$ cat src/rtl/matmul_read_sequencer.sv
// rtl/matmul_read_sequencer.sv - read address / valid-tag sequencer for the matmul operand RAM
module matmul_read_sequencer #(
    parameter int WIDTH           = 16,
    parameter int CHUNK_SIZE      = 4,
    parameter int INNER_DIMENSION = 4,
    parameter int OUTER_DIMENSION = 6
) (
    input  logic             clk,
    input  logic             rst,
    input  logic             start,
    input  logic             acc_ready,
    output logic [WIDTH-1:0] counter_A,
    output logic [WIDTH-1:0] counter_B,
    output logic             busy,
    output logic             rd_valid,
    output logic             rd_first,
    output logic             rd_last,
    output logic [WIDTH-1:0] out_row,
    output logic [WIDTH-1:0] out_col,
    output logic             done
);

    localparam int NCHUNK = INNER_DIMENSION / CHUNK_SIZE;
    localparam logic [WIDTH-1:0] NCHUNK_W = WIDTH'(NCHUNK);
    localparam logic [WIDTH-1:0] K_MAX    = WIDTH'(NCHUNK - 1);
    localparam logic [WIDTH-1:0] O_MAX    = WIDTH'(OUTER_DIMENSION - 1);
    localparam logic [WIDTH-1:0] ONE      = WIDTH'(1);

    // The inner dimension has to split into whole RAM words.
    generate
        if ((INNER_DIMENSION % CHUNK_SIZE) != 0 || NCHUNK < 1) begin : g_bad_dims
            $error("INNER_DIMENSION must be a non-zero multiple of CHUNK_SIZE");
        end
    endgenerate

    typedef enum logic [1:0] {
        S_IDLE  = 2'd0,
        S_RUN   = 2'd1,
        S_DRAIN = 2'd2
    } state_t;

    state_t           state_q, state_d;
    logic [WIDTH-1:0] i_q, i_d, j_q, j_d, k_q, k_d;
    logic [WIDTH-1:0] counter_a_q, counter_a_d, counter_b_q, counter_b_d;
    logic [WIDTH-1:0] out_row_q, out_row_d, out_col_q, out_col_d;
    logic             busy_q, busy_d;
    logic             rd_valid_q, rd_valid_d;
    logic             rd_first_q, rd_first_d;
    logic             rd_last_q, rd_last_d;
    logic             done_q, done_d;

    logic issue, last_k, last_j, last_i, final_issue;

    // Next-state: loop counters (k innermost, then j, then i) and the tags of this cycle's issue.
    always_comb begin
        state_d = state_q;
        i_d     = i_q;
        j_d     = j_q;
        k_d     = k_q;

        issue       = (state_q == S_RUN) && acc_ready;
        last_k      = (k_q == K_MAX);
        last_j      = (j_q == O_MAX);
        last_i      = (i_q == O_MAX);
        final_issue = issue && last_k && last_j && last_i;

        case (state_q)
            S_IDLE: begin
                if (start) begin
                    state_d = S_RUN;
                end
            end
            S_RUN: begin
                if (issue) begin
                    if (final_issue) begin
                        state_d = S_DRAIN;
                        i_d     = '0;
                        j_d     = '0;
                        k_d     = '0;
                    end else if (last_k) begin
                        k_d = '0;
                        if (last_j) begin
                            j_d = '0;
                            i_d = i_q + ONE;
                        end else begin
                            j_d = j_q + ONE;
                        end
                    end else begin
                        k_d = k_q + ONE;
                    end
                end
            end
            S_DRAIN: begin
                state_d = S_IDLE;
            end
            default: begin
                state_d = S_IDLE;
                i_d     = '0;
                j_d     = '0;
                k_d     = '0;
            end
        endcase

        // Addresses are registered copies of the next loop position.
        counter_a_d = i_d * NCHUNK_W + k_d;
        counter_b_d = j_d * NCHUNK_W + k_d;

        // Beat tags ride one cycle behind the issue to line up with the RAM's registered read.
        rd_valid_d = issue;
        rd_first_d = issue && (k_q == '0);
        rd_last_d  = issue && last_k;
        out_row_d  = issue ? i_q : '0;
        out_col_d  = issue ? j_q : '0;
        done_d     = final_issue;
        busy_d     = (state_d != S_IDLE);
    end

    // State and output registers; reset discards any in-flight beat.
    always_ff @(posedge clk or posedge rst) begin
        if (rst) begin
            state_q     <= S_IDLE;
            i_q         <= '0;
            j_q         <= '0;
            k_q         <= '0;
            counter_a_q <= '0;
            counter_b_q <= '0;
            out_row_q   <= '0;
            out_col_q   <= '0;
            busy_q      <= 1'b0;
            rd_valid_q  <= 1'b0;
            rd_first_q  <= 1'b0;
            rd_last_q   <= 1'b0;
            done_q      <= 1'b0;
        end else begin
            state_q     <= state_d;
            i_q         <= i_d;
            j_q         <= j_d;
            k_q         <= k_d;
            counter_a_q <= counter_a_d;
            counter_b_q <= counter_b_d;
            out_row_q   <= out_row_d;
            out_col_q   <= out_col_d;
            busy_q      <= busy_d;
            rd_valid_q  <= rd_valid_d;
            rd_first_q  <= rd_first_d;
            rd_last_q   <= rd_last_d;
            done_q      <= done_d;
        end
    end

    assign counter_A = counter_a_q;
    assign counter_B = counter_b_q;
    assign busy      = busy_q;
    assign rd_valid  = rd_valid_q;
    assign rd_first  = rd_first_q;
    assign rd_last   = rd_last_q;
    assign out_row   = out_row_q;
    assign out_col   = out_col_q;
    assign done      = done_q;

endmodule

$ cat config.mk
export PLATFORM = sky130hd
export DESIGN_NAME = matmul_read_sequencer
export DESIGN_NICKNAME = d
export VERILOG_FILES = /design/src/rtl/matmul_read_sequencer.sv
export SDC_FILE = /design/constraint.sdc
export NUM_CORES = 1
export LEC_CHECK = 0
export CAP_MARGIN = 20
export CORE_MARGIN = 2
export CORE_UTILIZATION = 42
export DETAILED_ROUTE_END_ITERATION = 6
export HOLD_SLACK_MARGIN = 0.15
export SKIP_CTS_REPAIR_TIMING = 1
export SYNTH_ARGS = -nofsm -noshare
export SYNTH_HDL_FRONTEND = slang
export SYNTH_SLANG_ARGS = --single-unit
$ cat constraint.sdc
create_clock -name clk -period 12.1 [get_ports clk]
set_input_delay 3.63 -clock clk [delete_from_list [all_inputs] [get_ports clk]]
set_output_delay 3.63 -clock clk [all_outputs]
set_load 0.03 [all_outputs]
==> summary.md <==
| Metric | Value |
|---|---|
| Final hold slack | `approximately 0.56 ns` |
| Setup TNS | `0 ns` |
| Final Cycle Share | `about 74%` |
| FFs w/ async S/R, synth | `100.0%` |
| Final net count | `between 700 and 800` |
| CP required | `between 10 and 15 ns` |
| Detailed Routing Iterations Pass 1 | `5` |
| Worst slew margin | `a little under a third` |
| Largest net degree at the start of global routing | `about 80` |
| Row count | `45` |
| Reg2reg setup slack | `6.45 ns` |
| First-pass GRT wire length | `roughly 27000 um` |
| Ranking of synthesized cells by area | `dfrtp_1, ha_1, xnor2_1` |
| Final core occ | `between 50% and 60%` |
| R2R Path End | `counter_A[12]` |
| Hold path depth | `1` |
| Die Y | `128.0 um` |
| DP Worst Slack | `about 2.8 ns` |
| Via count | `approximately 5300` |
| Die X | `128.0 um` |
| Worst-path maximum fanout | `27` |
| Setup-failing EPs final | `0` |
| EDFF count, synth | `0` |
| Crit path launch type | `input port` |
| Unrepaired setup endpoints after global routing | `no` |
| Synth area leader | `dfrtp_1` |
| H-tree levels | `4` |
| Setup ws final | `3.148 ns` |
| Crit path capture type | `register` |
| Worst-case reg-to-reg path depth | `19` |
| Clock latency on the worst-skew pair | `0.42 ns` |
| FILL cells | `1365` |
| Number of synthesized register bits | `about 120` |
| Cells after Synth | `roughly 660` |
| Core Area | `approximately 0.015 mm2` |
| TritonCTS Buffers | `17` |
| Most frequent cells in the layout | `dfrtp_1, clkdlybuf4s50_1, nor2_1, nand2_1, inv_1` |
| Iteration-0 DRC Markers | `~430` |
| Pwr per Cell Area | `173.5 mW/mm2` |
| Antenna diodes | `0` |
| Synth Area per Inst | `9.810 um2` |
| Worst-path clk slew | `0.05 ns` |
| Die ar. | `approximately 0.016 mm2` |
| Leak | `~3.6 nW` |
| CTS root buf | `clkbuf_16` |
| Total wire length | `between 15000 and 20000 um` |
| Gpl congestion | `approximately 0.95` |
| WHS Endpoint | `out_col[9]` |
| Synth warn | `0` |
| Peak Freq | `between 100 and 150 MHz` |
| Top-Level Pins | `73` |
| Dominant synthesized flop cell | `dfrtp_1` |
| Vias in the first global route | `5145` |
| Port bufs | `72` |
| ANT nets after route | `0` |
| Share of the synthesized area in the top cell type | `45.75%` |
| Tot GR Track Use | `21.59%` |
| Maxcap violations | `0` |
| Crit path DAT | `a little over 9 ns` |
| Hold Crit Start | `j_q[9]` |
| Crit Path Class | `input port to register` |
| Max Slew Vio Count | `0` |
| Initial antenna violation count | `1` |
| Class of the worst hold path | `register to register` |
| Status | `complete, no violations` |
| Measured slew at the worst slew-check pin | `around 1.0 ns` |
| Overflow after GRT | `0` |
| DR WL/cell | `between 15 and 20 um` |
| Starting Density | `roughly 43%` |
| Synth-to-layout area growth | `24.35%` |
| Clock Skews | `around 0.0074 ns` |
| DRC viols | `0` |
| Most common cell after layout, fill and taps aside | `dfrtp_1` |
| Syn_nets | `692` |
| CTS Buffer Depth | `2` |
| Register area share after synthesis | `between 40% and 50%` |
| CTS tree | `built` |
| Detail Placement HPWL | `around 12000 um` |
| Via/cell ratio | `between 5 and 6` |
| IR drop worst, VDD | `around 120 uV` |
| Hold Vio Cnt, Final | `0` |
| Post-Synthesis Cell Area | `about 0.0065 mm2` |
| Layout cell share with drive strength beyond 1 | `9.409%` |
| R2r startpoint | `j_q[1]` |
| Final min period | `~9.0 ns` |
| CTS Sinks | `118` |
| Post-synth cell types | `74` |
-- report_power, final --
group | total, W | internal (W) | switching [W] | leakage (nW)
Clock | 0.000556 | 0.000380 | 0.000176 | 0.309
Combinational | 0.000361 | 0.000141 | 0.000220 | 1.77
Sequential | 0.000476 | 0.000442 | 0.0000342 | 1.53
Total | 0.00139 | 0.000963 | 0.000430 | 3.60
-- per-stage QoR --
| stage | instance area, um2 | total power, W | instances |
|---|---|---|---|
| 3_3_place_gp | 7351 | 0.0008363 | 900 |
| 4_1_cts | 7999 | 0.001401 | 931 |
| 3_5_place_dp | 7351 | 0.0008402 | 900 |
| 2_1_floorplan | 6455 | 0.0007208 | 658 |
| 5_1_grt | 8026 | 0.001455 | 932 |
| 6_report | 8026 | 0.001393 | 932 |
-- state kept, by name (all words and copies together) (netlist names), 2 cells and up --
signal,cells
counter_A,16
counter_B,16
i_q,16
j_q,16
k_q,16
out_col,16
out_row,16
state_q,2
-- critical path: stages --
cell and delay (ns):
clkdlybuf4s50_1 0.77, nand3_1 0.71, inv_2 0.67, nand2_1 0.27, inv_1 0.20, o21ai_0 0.13
nand2_1 0.11, o21ai_0 0.12, ha_1 0.24, fa_1 0.41, a21o_1 0.20, a21oi_1 0.28
o211ai_1 0.14, a22oi_1 0.22, o21ai_1 0.17, a221oi_1 0.48, o31ai_1 0.16, a211oi_1 0.26
nor3_1 0.07
-- cell type report --
cell class                 instances  area (um2)  area share, %
clock inverter                     8       170.2          2.120
multi-input combinational        475        3251          40.50
timing repair buffer              76       770.7          9.602
inverter                          44       167.7          2.089
sequential                       118        2954          36.80
clock buffer                      23       478.0          5.955
tap                              188       235.2          2.931
-- cell families after synthesis --
logic type	count (synthesis)	synth area share, %
mux	7	1.144
compound gates	156	16.83
buf+inv	65	3.896
flops	118	45.75
fa+ha+maj	31	6.203
simple gates	249	21.85
xor+xnor	32	4.342
-- how the worst max path moves through the flow --
stage / to / cells after the start / start
floorplan: counter_A[12] / 17 / acc_ready
global placement: counter_B[14] / 19 / acc_ready
detailed placement: counter_B[14] / 19 / acc_ready
CTS: counter_B[12] / 19 / acc_ready
global route: counter_B[12] / 19 / acc_ready
finish: counter_B[12] / 19 / acc_ready
-- synthesized netlist by cell type (all sizes together), types with 14 or more instances --
cell    instances
nand3          25
o211ai         14
xnor2          24
nor2           49
inv            42
nand2          48
o21ai          38
and2           26
clkbuf         17
ha             28
a21oi          23
nor3           19
nor4           25
dfrtp         118
-- metal layers --
layer	global-route usage [%]	wire length, um
met5	0	11
met4	8.403	354
met3	4.341	671
met2	32.90	7829
met1	30.42	8060
Note: power is estimated with default switching activity, not from simulation.
